==> src/rtl/dbg_pkg.sv <==
// Shared definitions for the register-file debug dump path.
package dbg_pkg;

  typedef enum logic [2:0] {
    ST_IDLE,
    ST_SYNC,
    ST_ADDR,
    ST_WAIT,
    ST_SEND,
    ST_CSUM,
    ST_DONE
  } dump_state_e;

  localparam logic [7:0] SYNC_BYTE_DEFAULT = 8'hA5;

  // Sync byte + all register bytes + checksum byte.
  function automatic int unsigned frame_len(input int unsigned num_regs,
                                            input int unsigned data_w);
    return 2 + num_regs * (data_w / 8);
  endfunction

endpackage

==> src/rtl/dbg_byte_serializer.sv <==
// Holds one captured register word and hands out its bytes MSB first.
module dbg_byte_serializer #(
  parameter int unsigned DATA_W = 32
) (
  input  logic              clk_i,
  input  logic              rst_i,
  input  logic              load_i,
  input  logic [DATA_W-1:0] word_i,
  input  logic              shift_i,
  output logic [7:0]        next_byte_o,
  output logic              last_o
);

  localparam int unsigned NB    = DATA_W / 8;
  localparam int unsigned CNT_W = (NB > 1) ? $clog2(NB) : 1;

  logic [DATA_W-1:0] rest_q;
  logic [CNT_W-1:0]  idx_q;

  // The top byte goes straight to the output register on load, so only the
  // remaining bytes are kept here; idx_q tracks the byte currently on the bus.
  always_ff @(posedge clk_i or posedge rst_i) begin
    if (rst_i) begin
      rest_q <= '0;
      idx_q  <= '0;
    end else if (load_i) begin
      rest_q <= word_i << 8;
      idx_q  <= '0;
    end else if (shift_i) begin
      rest_q <= rest_q << 8;
      idx_q  <= idx_q + CNT_W'(1);
    end
  end

  assign next_byte_o = rest_q[DATA_W-1 -: 8];
  assign last_o      = (idx_q == CNT_W'(NB - 1));

endmodule

==> src/rtl/reg_dump_reader.sv <==
// Walks the register file debug port and streams a framed byte dump:
// sync byte, each register MSB first, XOR checksum of the register bytes.
module reg_dump_reader
  import dbg_pkg::*;
#(
  parameter int unsigned NUM_REGS     = 32,
  parameter int unsigned ADDR_W       = 5,
  parameter int unsigned DATA_W       = 32,
  parameter int unsigned READ_LATENCY = 1,
  parameter logic [7:0]  SYNC_BYTE    = SYNC_BYTE_DEFAULT
) (
  input  logic              clock,
  input  logic              reset,
  input  logic              start,
  input  logic              abort,
  output logic [ADDR_W-1:0] read_address_debug,
  input  logic [DATA_W-1:0] data_out_debug,
  output logic [7:0]        tx_data,
  output logic              tx_valid,
  input  logic              tx_ready,
  output logic              busy,
  output logic              done
);

  localparam int unsigned WAIT_W = (READ_LATENCY > 0) ? $clog2(READ_LATENCY + 1) : 1;
  localparam logic [ADDR_W-1:0] LAST_ADDR = ADDR_W'(NUM_REGS - 1);

  dump_state_e       state_q;
  logic [ADDR_W-1:0] addr_q;
  logic [WAIT_W-1:0] wait_q;
  logic [7:0]        csum_q;
  logic [7:0]        csum_d;
  logic [7:0]        tx_data_q;
  logic              tx_valid_q;
  logic              busy_q;
  logic              done_q;

  logic              tx_hs;
  logic              ser_load;
  logic              ser_shift;
  logic [7:0]        ser_byte;
  logic              ser_last;

  assign tx_hs     = tx_valid_q & tx_ready;
  assign csum_d    = csum_q ^ tx_data_q;
  assign ser_load  = (state_q == ST_WAIT) && (wait_q == '0);
  assign ser_shift = (state_q == ST_SEND) && tx_hs && !ser_last;

  dbg_byte_serializer #(
    .DATA_W (DATA_W)
  ) u_ser (
    .clk_i       (clock),
    .rst_i       (reset),
    .load_i      (ser_load),
    .word_i      (data_out_debug),
    .shift_i     (ser_shift),
    .next_byte_o (ser_byte),
    .last_o      (ser_last)
  );

  always_ff @(posedge clock or posedge reset) begin
    if (reset) begin
      state_q    <= ST_IDLE;
      addr_q     <= '0;
      wait_q     <= '0;
      csum_q     <= '0;
      tx_data_q  <= '0;
      tx_valid_q <= 1'b0;
      busy_q     <= 1'b0;
      done_q     <= 1'b0;
    end else if (abort && (state_q != ST_IDLE)) begin
      state_q    <= ST_IDLE;
      tx_valid_q <= 1'b0;
      busy_q     <= 1'b0;
      done_q     <= 1'b0;
    end else begin
      done_q <= 1'b0;
      case (state_q)
        ST_IDLE: begin
          if (start && !abort) begin
            state_q    <= ST_SYNC;
            busy_q     <= 1'b1;
            addr_q     <= '0;
            csum_q     <= '0;
            tx_data_q  <= SYNC_BYTE;
            tx_valid_q <= 1'b1;
          end
        end
        ST_SYNC: begin
          if (tx_hs) begin
            tx_valid_q <= 1'b0;
            state_q    <= ST_ADDR;
          end
        end
        ST_ADDR: begin
          wait_q  <= WAIT_W'(READ_LATENCY);
          state_q <= ST_WAIT;
        end
        ST_WAIT: begin
          if (wait_q == '0) begin
            tx_data_q  <= data_out_debug[DATA_W-1 -: 8];
            tx_valid_q <= 1'b1;
            state_q    <= ST_SEND;
          end else begin
            wait_q <= wait_q - WAIT_W'(1);
          end
        end
        ST_SEND: begin
          // The last data byte flows straight into the checksum byte without a bubble.
          if (tx_hs) begin
            csum_q <= csum_d;
            if (!ser_last) begin
              tx_data_q <= ser_byte;
            end else if (addr_q == LAST_ADDR) begin
              tx_data_q <= csum_d;
              state_q   <= ST_CSUM;
            end else begin
              tx_valid_q <= 1'b0;
              addr_q     <= addr_q + ADDR_W'(1);
              state_q    <= ST_ADDR;
            end
          end
        end
        ST_CSUM: begin
          if (tx_hs) begin
            tx_valid_q <= 1'b0;
            done_q     <= 1'b1;
            state_q    <= ST_DONE;
          end
        end
        ST_DONE: begin
          busy_q  <= 1'b0;
          state_q <= ST_IDLE;
        end
        default: state_q <= ST_IDLE;
      endcase
    end
  end

  assign read_address_debug = addr_q;
  assign tx_data            = tx_data_q;
  assign tx_valid           = tx_valid_q;
  assign busy               = busy_q;
  assign done               = done_q;

endmodule

==> config.mk <==
export PLATFORM = sky130hd
export DESIGN_NAME = reg_dump_reader
export DESIGN_NICKNAME = d
export VERILOG_FILES = /design/src/rtl/dbg_pkg.sv /design/src/rtl/dbg_byte_serializer.sv /design/src/rtl/reg_dump_reader.sv
export SDC_FILE = /design/constraint.sdc
export NUM_CORES = 1
export LEC_CHECK = 0
export CORE_MARGIN = 4
export CORE_UTILIZATION = 30
export DETAILED_ROUTE_END_ITERATION = 12
export HOLD_SLACK_MARGIN = 0.02
export PLACE_DENSITY_LB_ADDON = 0.05
export SYNTH_ARGS = -nofsm -noshare
export SYNTH_HDL_FRONTEND = slang
export SYNTH_SLANG_ARGS = --single-unit
==> constraint.sdc <==
create_clock -name clock -period 2.7 [get_ports clock]
set_input_delay 0.405 -clock clock [delete_from_list [all_inputs] [get_ports clock]]
set_output_delay 0.405 -clock clock [all_outputs]
set_load 0.03 [all_outputs]
Yosys cells after proc, flatten, opt, wreduce, memory -nomap -nowiden
Index checks and enable logic that the tools add are counted.

Memory bits (read-only): 0. Flip-flop bits (word level): 62. Input bits: 37. Memory bits (writable): 0. Memories kept: 0. Logic and storage cells: 104. Bits in latches: 0.

Bitwise gates (word level): 4. Shift-type cells: 0. Reduce and logical (&&, ||, !) cells: 23. Multiply operators: 0. Magnitude comparators: 0. Divide/modulo/power cells: 0. Multiplexer cells: 42. Add/subtract/negate cells: 3. Equal/unequal tests: 22.

Operators with widths (number): 2-to-1 mux 32 bit (2); 2-to-1 mux 8 bit (7); 2-to-1 mux 3 bit (8); one-hot mux 8 bit (3 select lines) (1); 2-to-1 mux 5 bit (4); one-hot mux 3 bit (6 select lines) (1); AND reduction 6 bit (3); one-hot mux 8 bit (2 select lines) (1); 2-to-1 mux 1 bit (12); inequality test 3 x 2 -> 1 bit (second input constant) (4); inequality test 3 bit (second input constant) (4); inequality test 2 bit (second input constant) (5); one-hot mux 5 bit (2 select lines) (1); == test 3 bit (second input constant) (3); nonzero test 3 bit (3); bitwise XOR 8 bit (1); AND reduction 7 bit (1); == test 3 x 2 -> 1 bit (second input constant) (2); nonzero test 2 bit (3); adder 5 x 1 -> 5 bit (second input constant) (1); == test 5 bit (second input constant) (1); logical AND 1 bit (5); nonzero test 5 bit (1); 2-to-1 mux 2 bit (2); other kinds (14) (18).

Depth between registers and ports, before layout
Word-level depth: 6. Gate-level depth with buffers: 8. Gate-level depth less buffers: 7.

Modules after synthesis
Synthesis repeated with hierarchy kept, for this count alone.

Cell total of the unflattened synthesis: 326. Area total of the unflattened synthesis: 2977.9 um^2.

Modules (own cells, without submodules): reg_dump_reader (cells an instance 206, sequential area each 700.7 um^2, instances 1, area an instance 1734.2 um^2); dbg_byte_serializer (cells an instance 120, sequential area each 650.6 um^2, instances 1, area an instance 1243.7 um^2).

Worst setup path before layout
No wires, ideal clock.

Kind: register -> register. Start point: register addr_q[0], in the netlist read_address_debug[0]. End point: register tx_data_q[0], in the netlist tx_data[0]. Period minus slack after synthesis: 2100 ps. Data arrival time: 1979 ps. Setup slack: 600 ps. Stages on the path, launching flop included: 8. Cells stage by stage: dfrtp_1 -> ha_1 -> and3_1 -> ha_1 -> nand2b_1 -> a211o_1 -> and3_1 -> o211a_1.

Word-level cells in the longest chain between the ends: 3.

Ends and longest elaborated chain: from (decl) (line reg_dump_reader.sv:29) `logic [ADDR_W-1:0] addr_q;`; from (signal assigned) (line reg_dump_reader.sv:119) `addr_q <= addr_q + ADDR_W'(1);`; == test 5 bit (line reg_dump_reader.sv:114) `end else if (addr_q == LAST_ADDR) begin`; inequality test 3 x 2 -> 1 bit (no line); AND reduction 6 bit (no line); to (signal assigned) (line reg_dump_reader.sv:101) `tx_data_q <= data_out_debug[DATA_W-1 -: 8];`; to (signal assigned) (line reg_dump_reader.sv:113) `tx_data_q <= ser_byte;`; to (signal assigned) (line reg_dump_reader.sv:115) `tx_data_q <= csum_d;`; to (decl) (line reg_dump_reader.sv:33) `logic [7:0] tx_data_q;`.

No other way between the ends. A chain may end at the register's enable or synchronous reset.

Worst setup path after layout
Same ends and word-level chain as after synthesis.

==> results.json <==
{
  "outcome": "finished clean",
  "grt_pass1_wl_um": 12730,
  "netSwitchingFraction": 0.3604,
  "number_of_global_route_vias_before_repair": 2444,
  "gr-total-overflow": 0,
  "cts_inserted_buffers": 5,
  "detail_route.iter0.violations": 85,
  "largest_net_degree_at_the_start_of_global_routing": 28,
  "hp-class": "in2async",
  "cts.clk_slew.worst_paths_ns": 0.10,
  "timing.rr.start": "read_address_debug[0]",
  "synth.distinct_cells": 50,
  "clock_tree.root_cell": "sky130_fd_sc_hd__clkbuf_8",
  "hold_viol": 0,
  "clock_skew_ns": 0.005696,
  "synthesis.area_mm2": 0.002883,
  "port_buffers": 52,
  "cell_internal_pwr_mw": 1.704,
  "ff_latch_count_synth": 54,
  "insertedDiodeCount": 0,
  "netSwitchingPower_uw": 960.5,
  "critical_path_peak_fanout": 4,
  "timing.slew.headroom": 0.6195,
  "combinationalPowerShare": 0.331,
  "critical_path.max_stage_delay_ns": 0.42,
  "critPathTopFamily": "simple AND/OR/NAND/NOR gates",
  "grt_setup_unrepaired": "no",
  "clock.fmax_mhz": 471.2,
  "num_rows": 35,
  "timing.final.crit_share": 0.7860,
  "setup_violations": 0,
  "fin_util": 0.3980,
  "antenna_found_initial": 0,
  "cp_cell_sequence": "ha_1 -> and3_1 -> ha_1 -> nand2b_1 -> a211o_1 -> and3_1 -> o211a_1",
  "cts_tree": "built",
  "multi_input_area_mm2": 0.001430,
  "yosysWarningCount": 0,
  "ffs_w_async_s_r_synth": 1.000,
  "post-dp-hpwl_um": 5502,
  "cp.buffers_inverters": 0,
  "postCtsResizedCells": 0,
  "floorplan.core_area_mm2": 0.009284,
  "fin_setup_tns_ns": 0,
  "worst_setup_sp": "read_address_debug[0]",
  "die_height_um": 106.0,
  "grt_util_all_layers": 0.1395,
  "tightest_slew_ns": 0.5699,
  "finalWorstPathRequiredPeriod_ns": 2.122,
  "crit_path_capture_type": "flop",
  "detail_route.drc_violations": 0,
  "leakage_power_summed_over_all_cells_nw": 1.593,
  "startpoint_type": "flop",
  "via_count": 2405,
  "wirelength_um": 7637,
  "power.total_mw": 2.665,
  "dp.cells": 470,
  "post_drt_wl_per_cell_um": 16.01,
  "final_net_count": 389,
  "ir_drop_worst_vdd_mv": 0.2667,
  "share_of_final_layout_standard_cells_stronger_than_drive_strength_1": 0.09770,
  "regToRegSetupSlack_ns": 0.58,
  "cp_data_arrival_time_ns": 2.33,
  "ff_latch_area_mm2": 0.001351,
  "cts_post_setup_buffers_inserted": 0,
  "area_added_between_synthesis_and_finish_pct": 28.17,
  "ys.flop_type": "sky130_fd_sc_hd__dfrtp_1",
  "worst_skew_pair.late_latency_ns": 0.31,
  "synth_edf_count": 0,
  "drv_slew": 0,
  "number_of_buffers_on_the_longest_clock_path": 2,
  "avgViaCountPerCell": 5.042,
  "cts_hold_buf": 0,
  "gp_congestion": 0.7441,
  "fillers": 971,
  "powerDensity_mw_per_mm2": 721.2,
  "cts.sinks": 54,
  "detail-route-antenna-nets": 0,
  "initial_util": 0.3105,
  "number_of_iterations_in_the_first_detailed_routing_pass": 4,
  "setup.worst_path.class": "reg2reg",
  "avgSynthCellArea_um2": 9.772,
  "floorplan.io_pins": 53,
  "synth_fp_nets": 336,
  "p_clk_frac": 0.206,
  "fp.dieArea_mm2": 0.01124,
  "syn-instance-count": 295,
  "seq_power_share": 0.463,
  "max_cap_viol_count": 0,
  "post_layout_nonfiller_instances": 477,
  "h-tree-depth": 2,
  "synth-seq-area-share": 0.4688,
  "die_w_um": 106.0,
  "required_ns": 2.91,
  "crit_path_top_delay_cell": "sky130_fd_sc_hd__dfrtp_1"
}
-- kinds of logic after synthesis --
logic type      after synthesis  synth area share
simple gates                112            0.2083
compound gates               90            0.2339
fa+ha+maj                     4           0.01736
mux                           8           0.02908
buf+inv                      27           0.04253
flops                        54            0.4688
-- power groups by stage --
stage / clock network (mW) / logic (mW) / registers [mW]
CTS: 0.571 / 0.893 / 1.24
floorplan: 0 / 0.587 / 1.23
finish: 0.548 / 0.883 / 1.23
global placement: 0 / 0.883 / 1.25
detailed placement: 0 / 0.886 / 1.25
global route: 0.602 / 0.981 / 1.27
-- final cells by class --
cell class,count,share of cell area
Clock buffer,5,0.01863
Clock inverter,2,0.01050
Inverter,9,0.009143
Multi-Input combinational cell,214,0.3871
Sequential cell,54,0.3657
Tap cell,129,0.04368
Timing Repair Buffer,64,0.1653
-- final timing paths --
check,cells past startpoint,endpoint
worst max-delay path,7,tx_data[0]
worst min-delay path,2,u_ser.rest_q[14]
worst max register to register,7,tx_data[0]
worst min register to register,2,u_ser.rest_q[20]
max in group asynchronous,3,u_ser.rest_q[30]
min in group clock,2,u_ser.rest_q[20]
-- flip-flops by register name (all words and copies together) (netlist names) --
signal              cells
done                    1
u_ser.rest_q           24
busy                    1
tx_data                 8
wait_q                  1
state_q                 3
read_address_debug      5
tx_valid                1
u_ser.idx_q             2
csum_q                  8
-- metal layers --
layer | GRT usage | routed length (um) | vias up
li1 | - | - | 1186
met1 | 0.1943 | 3688 | 1158
met2 | 0.2245 | 3519 | 55
met3 | 0.02732 | 361 | 6
met4 | 0.03145 | 67 | 0
met5 | 0 | 0 | -
-- through the flow --
step	hold WS, ns	setup slack, ns	area (um2)
detailed placement	0.4649	0.3897	3587
global placement	0.4598	0.4402	3587
finish	0.4612	0.5779	3695
CTS	0.4756	0.5640	3695
global route	0.4986	0.4417	3695
floorplan	0.4420	0.6002	2883
-- cell usage in the layout, fill, tap and decap left out, types with 9 or more instances in the layout --
cell type,count
sky130_fd_sc_hd__a22o_1,11
sky130_fd_sc_hd__a22oi_1,18
sky130_fd_sc_hd__buf_4,12
sky130_fd_sc_hd__clkdlybuf4s50_1,52
sky130_fd_sc_hd__dfrtp_1,54
sky130_fd_sc_hd__nand2_1,39
sky130_fd_sc_hd__nand3_1,12
sky130_fd_sc_hd__nor2_1,13
sky130_fd_sc_hd__nor2b_1,10
sky130_fd_sc_hd__o21ai_0,10
sky130_fd_sc_hd__o21ai_1,9
-- cells in the mapped netlist, types with 3 or more instances --
| library cell | count | area, um2 |
|---|---|---|
| sky130_fd_sc_hd__clkbuf_1 | 9 | 33.78 |
| sky130_fd_sc_hd__a22o_1 | 11 | 96.34 |
| sky130_fd_sc_hd__o22a_1 | 4 | 35.03 |
| sky130_fd_sc_hd__o2bb2ai_1 | 4 | 35.03 |
| sky130_fd_sc_hd__o21a_1 | 3 | 22.52 |
| sky130_fd_sc_hd__a21oi_1 | 8 | 40.04 |
| sky130_fd_sc_hd__nand4_1 | 5 | 31.28 |
| sky130_fd_sc_hd__nand3_1 | 12 | 60.06 |
| sky130_fd_sc_hd__mux2i_1 | 5 | 50.05 |
| sky130_fd_sc_hd__a211o_1 | 4 | 35.03 |
| sky130_fd_sc_hd__o21ai_1 | 9 | 45.04 |
| sky130_fd_sc_hd__inv_1 | 9 | 33.78 |
| sky130_fd_sc_hd__and2_1 | 4 | 25.02 |
| sky130_fd_sc_hd__nand2_1 | 39 | 146.4 |
| sky130_fd_sc_hd__o211a_1 | 3 | 30.03 |
| sky130_fd_sc_hd__mux2_2 | 3 | 33.78 |
| sky130_fd_sc_hd__ha_1 | 4 | 50.05 |
| sky130_fd_sc_hd__nor3b_1 | 6 | 45.04 |
| sky130_fd_sc_hd__a22oi_1 | 18 | 135.1 |
| sky130_fd_sc_hd__nand2b_1 | 7 | 43.79 |
| sky130_fd_sc_hd__buf_2 | 5 | 25.02 |
| sky130_fd_sc_hd__o21ai_0 | 10 | 50.05 |
| sky130_fd_sc_hd__dfrtp_1 | 54 | 1351 |
| sky130_fd_sc_hd__o2111ai_1 | 3 | 26.28 |
| sky130_fd_sc_hd__nor2b_1 | 10 | 62.56 |
| sky130_fd_sc_hd__nor2_1 | 13 | 48.80 |
No activity file was read; power rests on OpenSTA's default activity.
